==> config.mk <==
export PLATFORM = sky130hd
export DESIGN_NAME = fetch_unit_flat
export DESIGN_NICKNAME = d
export VERILOG_FILES = /design/src/rtl/fetch_unit_if.sv /design/src/rtl/fetch_unit.sv /design/src/flat_wrapper.sv
export SDC_FILE = /design/constraint.sdc
export NUM_CORES = 1
export LEC_CHECK = 0
export CORE_MARGIN = 3
export CORE_UTILIZATION = 50
export DETAILED_ROUTE_END_ITERATION = 6
export DONT_BUFFER_PORTS = 1
export SYNTH_ARGS = -nofsm -noshare
export SYNTH_HDL_FRONTEND = slang
export SYNTH_SLANG_ARGS = --single-unit
==> constraint.sdc <==
create_clock -name clk -period 5.5 [get_ports clk]
set_input_delay 0.825 -clock clk [delete_from_list [all_inputs] [get_ports clk]]
set_output_delay 0.825 -clock clk [all_outputs]
set_load 0.02 [all_outputs]
==> src/rtl/fetch_unit_if.sv <==
// Instruction-memory fetch bus: request/address from the fetch stage,
// ready/read-data back from instruction memory.
//   imem_req   : fetch request
//   imem_addr  : fetch byte address (ADDR_W bits)
//   imem_ready : memory has imem_rdata valid this cycle
//   imem_rdata : 32-bit instruction word
interface fetch_unit_if #(
  parameter int unsigned ADDR_W = 64
);
  logic              imem_req;
  logic [ADDR_W-1:0] imem_addr;
  logic              imem_ready;
  logic [31:0]       imem_rdata;

  modport master (output imem_req, imem_addr, input imem_ready, imem_rdata);
  modport slave  (input imem_req, imem_addr, output imem_ready, imem_rdata);
endinterface

==> src/rtl/fetch_unit.sv <==
// LEGv8 instruction fetch stage. Holds the PC, fetches a 32-bit word over the
// imem req/ready bus, latches it into the instruction register and presents it
// (plus the 11-bit opcode) to decode. On exec_done the PC advances to PC+4 or
// to PC + (branch_off << 2), modulo 2^ADDR_W.
// Ports:
//   clk, rst_n     : clock, asynchronous active-low reset
//   imem           : fetch_unit_if master (imem_req/addr out, ready/rdata in)
//   instr_o        : instruction register
//   opcode_o       : instr_o[31:21]
//   instr_valid_o  : instr_o holds an uncommitted instruction
//   exec_done_i    : commit the presented instruction
//   pc_src_i       : 1 = branch target, 0 = PC+4 (sampled with exec_done_i)
//   branch_off_i   : sign-extended word offset
//   pc_o           : address of the instruction in instr_o
// Optional macro FETCH_STATS_EN adds saturating counters stat_instr_o
// (commits) and stat_stall_o (REQ cycles without imem_ready).
module fetch_unit #(
  parameter int unsigned          ADDR_W   = 64,
  parameter logic [ADDR_W-1:0]    RESET_PC = '0
) (
  input  logic              clk,
  input  logic              rst_n,
  fetch_unit_if.master      imem,
  output logic [31:0]       instr_o,
  output logic [10:0]       opcode_o,
  output logic              instr_valid_o,
  input  logic              exec_done_i,
  input  logic              pc_src_i,
  input  logic [ADDR_W-1:0] branch_off_i,
`ifdef FETCH_STATS_EN
  output logic [31:0]       stat_instr_o,
  output logic [31:0]       stat_stall_o,
`endif
  output logic [ADDR_W-1:0] pc_o
);

  typedef enum logic [1:0] {
    IDLE  = 2'd0,
    REQ   = 2'd1,
    ISSUE = 2'd2
  } state_e;

  state_e            state_q, state_d;
  logic [ADDR_W-1:0] pc_q, pc_d;
  logic [31:0]       instr_q, instr_d;
  logic [ADDR_W-1:0] off_sh;
  logic              commit;

  // Word offset to byte offset; the top two bits fall off the end.
  assign off_sh = branch_off_i << 2;
  assign commit = (state_q == ISSUE) && exec_done_i;

  // State register
  always_ff @(posedge clk or negedge rst_n) begin
    if (!rst_n) begin
      state_q <= IDLE;
      pc_q    <= RESET_PC;
      instr_q <= 32'd0;
    end else begin
      state_q <= state_d;
      pc_q    <= pc_d;
      instr_q <= instr_d;
    end
  end

  // Next-state logic
  always_comb begin
    state_d = state_q;
    pc_d    = pc_q;
    instr_d = instr_q;
    case (state_q)
      IDLE:  state_d = REQ;
      REQ: begin
        if (imem.imem_ready) begin
          instr_d = imem.imem_rdata;
          state_d = ISSUE;
        end
      end
      ISSUE: begin
        if (exec_done_i) begin
          pc_d    = pc_src_i ? (pc_q + off_sh) : (pc_q + ADDR_W'(4));
          state_d = REQ;
        end
      end
      default: state_d = IDLE;
    endcase
  end

  // Outputs are decodes of registered state
  assign imem.imem_req  = (state_q == REQ);
  assign imem.imem_addr = pc_q;
  assign instr_o        = instr_q;
  assign opcode_o       = instr_q[31:21];
  assign instr_valid_o  = (state_q == ISSUE);
  assign pc_o           = pc_q;

`ifdef FETCH_STATS_EN
  logic [31:0] stat_instr_q, stat_stall_q;
  logic        stall;

  assign stall = (state_q == REQ) && !imem.imem_ready;

  // Saturating event counters
  always_ff @(posedge clk or negedge rst_n) begin
    if (!rst_n) begin
      stat_instr_q <= 32'd0;
      stat_stall_q <= 32'd0;
    end else begin
      if (commit && (stat_instr_q != 32'hFFFF_FFFF))
        stat_instr_q <= stat_instr_q + 32'd1;
      if (stall && (stat_stall_q != 32'hFFFF_FFFF))
        stat_stall_q <= stat_stall_q + 32'd1;
    end
  end

  assign stat_instr_o = stat_instr_q;
  assign stat_stall_o = stat_stall_q;
`else
  logic unused_commit;
  assign unused_commit = commit;
`endif

endmodule

==> src/flat_wrapper.sv <==
// flat-port wrapper written by rule: the top's interface ports become plain ports
module fetch_unit_flat 
#(
  parameter int unsigned          ADDR_W   = 64,
  parameter logic [ADDR_W-1:0]    RESET_PC = '0
)
  (clk, rst_n, instr_o, opcode_o, instr_valid_o, exec_done_i, pc_src_i, branch_off_i, pc_o, imem_imem_req, imem_imem_addr, imem_imem_ready, imem_imem_rdata);
  fetch_unit_if #(.ADDR_W(ADDR_W)) imem_i ();
  input  logic clk;
  input  logic rst_n;
  output logic [31:0] instr_o;
  output logic [10:0] opcode_o;
  output logic instr_valid_o;
  input  logic exec_done_i;
  input  logic pc_src_i;
  input  logic [ADDR_W-1:0] branch_off_i;
  output logic [ADDR_W-1:0] pc_o;
  output wire logic [$bits(imem_i.imem_req)-1:0] imem_imem_req;
  output wire logic [$bits(imem_i.imem_addr)-1:0] imem_imem_addr;
  input wire logic [$bits(imem_i.imem_ready)-1:0] imem_imem_ready;
  input wire logic [$bits(imem_i.imem_rdata)-1:0] imem_imem_rdata;
  assign imem_imem_req = imem_i.imem_req;
  assign imem_imem_addr = imem_i.imem_addr;
  assign imem_i.imem_ready = imem_imem_ready;
  assign imem_i.imem_rdata = imem_imem_rdata;
  fetch_unit #(.ADDR_W(ADDR_W), .RESET_PC(RESET_PC)) u_core (.clk(clk), .rst_n(rst_n), .imem(imem_i), .instr_o(instr_o), .opcode_o(opcode_o), .instr_valid_o(instr_valid_o), .exec_done_i(exec_done_i), .pc_src_i(pc_src_i), .branch_off_i(branch_off_i), .pc_o(pc_o));
endmodule
==> results of run 1 <==
## through the flow
stage | util | area (um^2) | cells
2_1_floorplan | - | 8250 | 991
3_3_place_gp | 0.486 | 7770 | 1082
3_5_place_dp | 0.486 | 7770 | 1082
4_1_cts | 0.506 | 8090 | 1098
5_1_grt | 0.506 | 8100 | 1101
6_report | 0.506 | 8100 | 1101
## critical path, stage by stage (launching register included)
cell       delay [ns]
dfrtp_1          0.66
ha_1             0.27
inv_1            0.06
fa_1             0.39
and2b_1          0.22
o2111ai_1        0.13
a21bo_1          0.25
a211o_1          0.31
nand4_1          0.14
nand2_2          0.11
o41ai_4          0.56
a41oi_2          0.40
o311ai_2         0.30
nand3_1          0.10
## flip-flops by register name (all words and copies together) (netlist names)
name and count:
u_core.instr_o 32, u_core.imem.imem_addr 62, u_core.state_q 2
## placed cells by master (no fill, tap or decap), types with 4 or more instances in the layout
cell | Yosys | final
nand3b_1 | 4 | 4
conb_1 | 1 | 4
nand3_1 | 16 | 16
and2_1 | 64 | 64
dfrtp_1 | 96 | 96
o21ai_1 | 9 | 9
nor2b_1 | 8 | 8
inv_1 | 16 | 16
nor2_1 | 46 | 46
nand2b_1 | 5 | 5
o21ai_0 | 80 | 80
xor2_1 | 28 | 28
o21bai_1 | 10 | 10
nor3_1 | 10 | 10
nand4_1 | 25 | 25
a21o_1 | 33 | 33
mux2_2 | 35 | 35
a31oi_1 | 5 | 5
nand2_1 | 120 | 119
ha_1 | 61 | 61
a211oi_1 | 6 | 6
clkbuf_16 | 0 | 9
a21oi_1 | 80 | 80
and3_1 | 6 | 6
xnor2_1 | 27 | 27
a21boi_0 | 5 | 5
## worst paths after layout
check / slack (ns) / endpoint / start / cells after the start
worst max-delay path: 1.49 / u_core.imem.imem_addr[62] / u_core.imem.imem_addr[2] / 13
worst min-delay path: 0.17 / u_core.instr_o[24] / rst_n / 0
worst max register to register: 1.49 / u_core.imem.imem_addr[62] / u_core.imem.imem_addr[2] / 13
worst min register to register: 0.51 / u_core.state_q[0] / u_core.state_q[1] / 1
max in group asynchronous: 5.19 / u_core.imem.imem_addr[20] / rst_n / 0
min in group clk: 0.51 / u_core.state_q[0] / u_core.state_q[1] / 1
## cell families (layout without fill, tap and decap cells)
logic type      after synthesis  after routing  synth area share
mux                          37             37            0.0503
buf+inv                     143             34             0.101
xor+xnor                     55             55            0.0585
fa+ha+maj                    62             62            0.0951
simple gates                326            326             0.199
flops                        96             96             0.292
compound gates              268            268             0.204
other cells                   1              7          0.000455
## where the power goes
group          switching, uW  leakage, uW  internal (uW)  total [uW]
Combinational           1130      0.00230            807        1940
Sequential              1110      0.00118           1020        2130
Clock                    314     0.000158            369         683
## layer usage
layer	vias to the layer above	wire, um	share of wire	global-route usage
met4	0	536	0.026	0.0860
li1	3196	-	-	-
met3	40	1440	0.069	0.0525
met5	-	0	0	0
met1	3071	9270	0.45	0.292
met2	242	9580	0.46	0.372
## area by class of cell
cell class / instances / area (um^2)
multi-input combinational: 752 / 5020
antenna: 3 / 7.51
sequential: 96 / 2400
fill: 1586 / 7900
tap: 216 / 270
inverter: 16 / 60.1
clock buffer: 9 / 225
timing repair buffer: 2 / 15.0
clock inverter: 7 / 95.1
==> impl_metrics.py, run 1 <==
metrics = {
    "status": {
        "status": "finished clean",
    },
    "drt": {
        "vias_per_cell": 5.95,
        "drt_wl_total_mm": 20.8,
        "wl_per_cell_um": 18.9,
        "drt_iter0_drc": 346,
        "ant_nets": 0,
        "route.detailed.drc": 0,
        "vias": 6549,
        "dr.pass1.iters": 4,
    },
    "synth": {
        "synth_cell_types": 71,
        "yosysTopAreaCell": "dfrtp_1",
        "seq_area_frac_synth": 0.292,
        "synth.avg_cell_area_um2": 8.34,
        "synthArstFlopShare": 1.00,
        "syn_area_mm2": 0.00824,
        "synth-seq-cells": 96,
        "synth_top_cell_area_share": 0.292,
        "synth_top_flop_cell": "dfrtp_1",
        "yosys-top-cells-count": "nand2_1 (120), dfrtp_1 (96), a21oi_1 (80), o21ai_0 (80), buf_4 (77)",
        "syn_inst": 988,
        "ys.warnings.count": 0,
        "synth-edff-count": 0,
        "yosysMostFrequentCell": "nand2_1",
        "synthTopCellsByArea": "dfrtp_1 (29%), ha_1 (9.3%), buf_4 (7.0%)",
    },
    "cells_and_area": {
        "drive_above_1_share": 0.0782,
        "area_growth_syn_to_layout_pct": -1.67,
        "final_nets": 1040,
    },
    "worst_setup_path": {
        "crit_path_end_kind": "register",
        "cp_data_arrival_time_ns": 4.24,
        "required_ns": 5.73,
        "cp_max_fo": 5,
        "worstSetupPathType": "register to register",
        "worstSetupStartpointType": "register",
    },
    "clocking": {
        "cts-root-buf": "clkbuf_16",
        "cts_tree": "yes",
        "cts_buffer_depth": 2,
        "h-tree-depth": 3,
        "cts_sinks": 96,
        "post_cts_resized": 0,
        "postCtsHoldBufs": 0,
        "clk_latency_ns": 0.35,
        "cts_buffers": 9,
        "clkSlewWorstSetupHoldPaths_ns": 0.08,
        "post_cts_buffers": 0,
    },
    "global_routing": {
        "overflow": 0,
        "grt_max_degree": 97,
        "grt_pass1_wl_mm": 33.3,
        "grt_pass1_vias": 6506,
        "track_usage": 0.227,
        "antenna_found_initial": 3,
    },
    "timing": {
        "fmax_ghz": 0.249,
        "drv_slew": 0,
        "whs_ns": 0.166,
        "min_period_ns": 4.01,
        "tns_ns": 0,
        "finalClockSkew_ns": 0.0133,
        "rsz0062_at_grt": "no",
        "slew_headroom": 0.507,
        "final_hold_viol_count": 0,
        "tightest_slew_ns": 0.740,
        "setup_ws_ns": 1.49,
        "setup_viol": 0,
        "period_share": 0.729,
    },
    "placement": {
        "routabilityCongestion": 0.907,
        "place_ws_ns": 1.36,
        "port_buffers": 0,
        "dp_hpwl_mm": 16.2,
    },
    "pwr": {
        "ir_drop_uv": 247,
        "p_per_area_mw_per_mm2": 587,
        "leakage_uw": 0.00364,
        "p_total_uw": 4750,
    },
    "floorplanning": {
        "io_pins": 274,
        "num_rows": 46,
        "die_y_um": 134,
        "start_util": 0.515,
        "core_mm2": 0.0160,
        "fp.dieW_um": 134,
        "die_area_mm2": 0.0181,
    },
    "min_path": {
        "min_path_type": "primary input to async pin",
    },
    "flow_run": {
        "drv_cap": 0,
    },
}
No activity file was read; power rests on OpenSTA's default activity.
==> run 2: changes to the inputs <==
--- a/config.mk
+++ b/config.mk
@@ -9,6 +9,7 @@
 export CORE_UTILIZATION = 50
 export DETAILED_ROUTE_END_ITERATION = 6
 export DONT_BUFFER_PORTS = 1
+export PLACE_DENSITY = 0.68
 export SYNTH_ARGS = -nofsm -noshare
 export SYNTH_HDL_FRONTEND = slang
 export SYNTH_SLANG_ARGS = --single-unit
==> constraint.sdc (replaced) <==
create_clock -name clk -period 3.6 [get_ports clk]
set_input_delay 0.54 -clock clk [delete_from_list [all_inputs] [get_ports clk]]
set_output_delay 0.54 -clock clk [all_outputs]
set_load 0.02 [all_outputs]
==> impl_metrics.py, run 2 (same netlist as run 1, synthesis figures left out) <==
metrics = {
    "drt": {
        "drt_wl_total_mm": 20.9,
        "route.detailed.drc": 0,
        "vias": 6642,
        "vias_per_cell": 5.79,
        "drt_iter0_drc": 355,
        "wl_per_cell_um": 18.2,
        "dr.pass1.iters": 5,
        "ant_nets": 0,
    },
    "clocking": {
        "cts-root-buf": "clkbuf_16",
        "post_cts_resized": 0,
        "h-tree-depth": 3,
        "cts_buffers": 9,
        "cts_sinks": 96,
        "clkSlewWorstSetupHoldPaths_ns": 0.07,
        "cts_tree": "yes",
        "clk_latency_ns": 0.35,
        "cts_buffer_depth": 2,
        "post_cts_buffers": 0,
    },
    "timing": {
        "rsz0062_at_grt": "no",
        "tns_ns": 0,
        "min_period_ns": 3.31,
        "tightest_slew_ns": 0.721,
        "period_share": 0.920,
        "finalClockSkew_ns": 0.0132,
        "drv_slew": 0,
        "slew_headroom": 0.518,
        "fmax_ghz": 0.302,
        "final_hold_viol_count": 0,
        "setup_viol": 0,
    },
    "global_routing": {
        "overflow": 0,
        "antenna_found_initial": 2,
        "grt_pass1_wl_mm": 33.4,
        "track_usage": 0.229,
        "grt_max_degree": 97,
        "grt_pass1_vias": 6316,
    },
    "cells_and_area": {
        "drive_above_1_share": 0.124,
        "fill_cells": 1521,
        "final_cell_mix": "nand2_1 (119), dfrtp_1 (96), a21oi_1 (80), o21ai_0 (80), and2_1 (64)",
        "final_nets": 1087,
        "final_common_cell": "nand2_1",
        "area_growth_syn_to_layout_pct": 2.66,
        "final_cells": 1147,
        "largest_reg_flops": 62,
        "final_area_mm2": 0.00846,
    },
    "worst_setup_path": {
        "rrSetupSlack_ns": 0.29,
        "cp_slowest_cell": "o41ai_4",
        "cp_cell_sequence": "ha_1 > inv_1 > fa_1 > and2b_1 > o2111ai_1 > a21bo_1 > a211o_1 > nand4_1 > nand2_2 > o41ai_4 > a41oi_2 > o311ai_2 > nand3_1",
        "cp_top_family": "compound AO/OA/AOI/OAI gates",
        "worstSetupStartpointType": "register",
        "cp_slowest_stage_delay_ns": 0.39,
        "cp_max_fo": 4,
        "crit_path_end_kind": "register",
        "worst-path-buf-inv": 1,
        "cp_data_arrival_time_ns": 3.55,
        "required_ns": 3.84,
        "worstSetupPathType": "register to register",
    },
    "status": {
        "status": "finished clean",
    },
    "pwr": {
        "p_per_area_mw_per_mm2": 893,
        "ir_drop_uv": 402,
        "leakage_uw": 0.00387,
    },
    "min_path": {
        "min_path_type": "primary input to async pin",
    },
    "floorplanning": {
        "die_area_mm2": 0.0181,
        "fp.dieW_um": 134,
        "num_rows": 46,
        "io_pins": 274,
        "die_y_um": 134,
        "start_util": 0.515,
        "core_mm2": 0.0160,
    },
    "placement": {
        "detailed_place.area_mm2": 0.00812,
        "routabilityCongestion": 0.909,
        "dp_hpwl_mm": 16.5,
        "dp_cells": 1128,
        "port_buffers": 0,
    },
    "flow_run": {
        "drv_cap": 0,
    },
}
## run 2: final timing paths
| check | startpoint | end | cells after the start |
|---|---|---|---|
| hold reg to reg | u_core.state_q[1] | u_core.state_q[0] | 1 |
| setup / recovery | u_core.imem.imem_addr[2] | u_core.imem.imem_addr[62] | 13 |
| max in group asynchronous | rst_n | u_core.imem.imem_addr[44] | 1 |
| hold / removal | rst_n | u_core.instr_o[21] | 1 |
| setup reg to reg | u_core.imem.imem_addr[2] | u_core.imem.imem_addr[62] | 13 |
| min in group clk | exec_done_i | u_core.state_q[1] | 1 |
## run 2: repair_timing
action,4_1_cts,5_1_grt
endpoints found under the setup margin,0,0
endpoints found under the hold margin,96,0
hold buffers,1,0
## run 2: final cells by class
| class | count | area [um^2] | area share |
|---|---|---|---|
| clock inverter | 6 | 77.6 | 0.00917 |
| timing repair buffer | 49 | 388 | 0.0459 |
| clock buffer | 10 | 229 | 0.0271 |
| tap | 216 | 270 | 0.0320 |
| antenna | 2 | 5.00 | 0.000592 |
| multi-input combinational | 752 | 5020 | 0.594 |
| inverter | 16 | 60.1 | 0.00710 |
| sequential | 96 | 2400 | 0.284 |
## run 2: stage by stage
step                setup slack, ns  hold slack [ns]  power, uW   util
finish                        0.288           0.0750       7550  0.529
floorplan                     0.280            0.244       6010      -
detailed placement           0.0229            0.246       6550  0.507
global route                  0.124            0.134       8140  0.529
CTS                           0.301            0.131       7610  0.528
global placement             0.0609            0.246       6480  0.507
## run 2: where the power goes
part / leakage (uW) / switching [uW] / internal, uW
logic: 0.00254 / 2330 / 1480
clock network: 0.000147 / 450 / 552
registers: 0.00118 / 1170 / 1570
total: 0.00387 / 3950 / 3600
## run 2: per-layer routing
layer	global-route usage	wire length, um
met1	0.291	8770
met2	0.376	9870
met3	0.0600	1820
met4	0.0803	462
met5	0	0
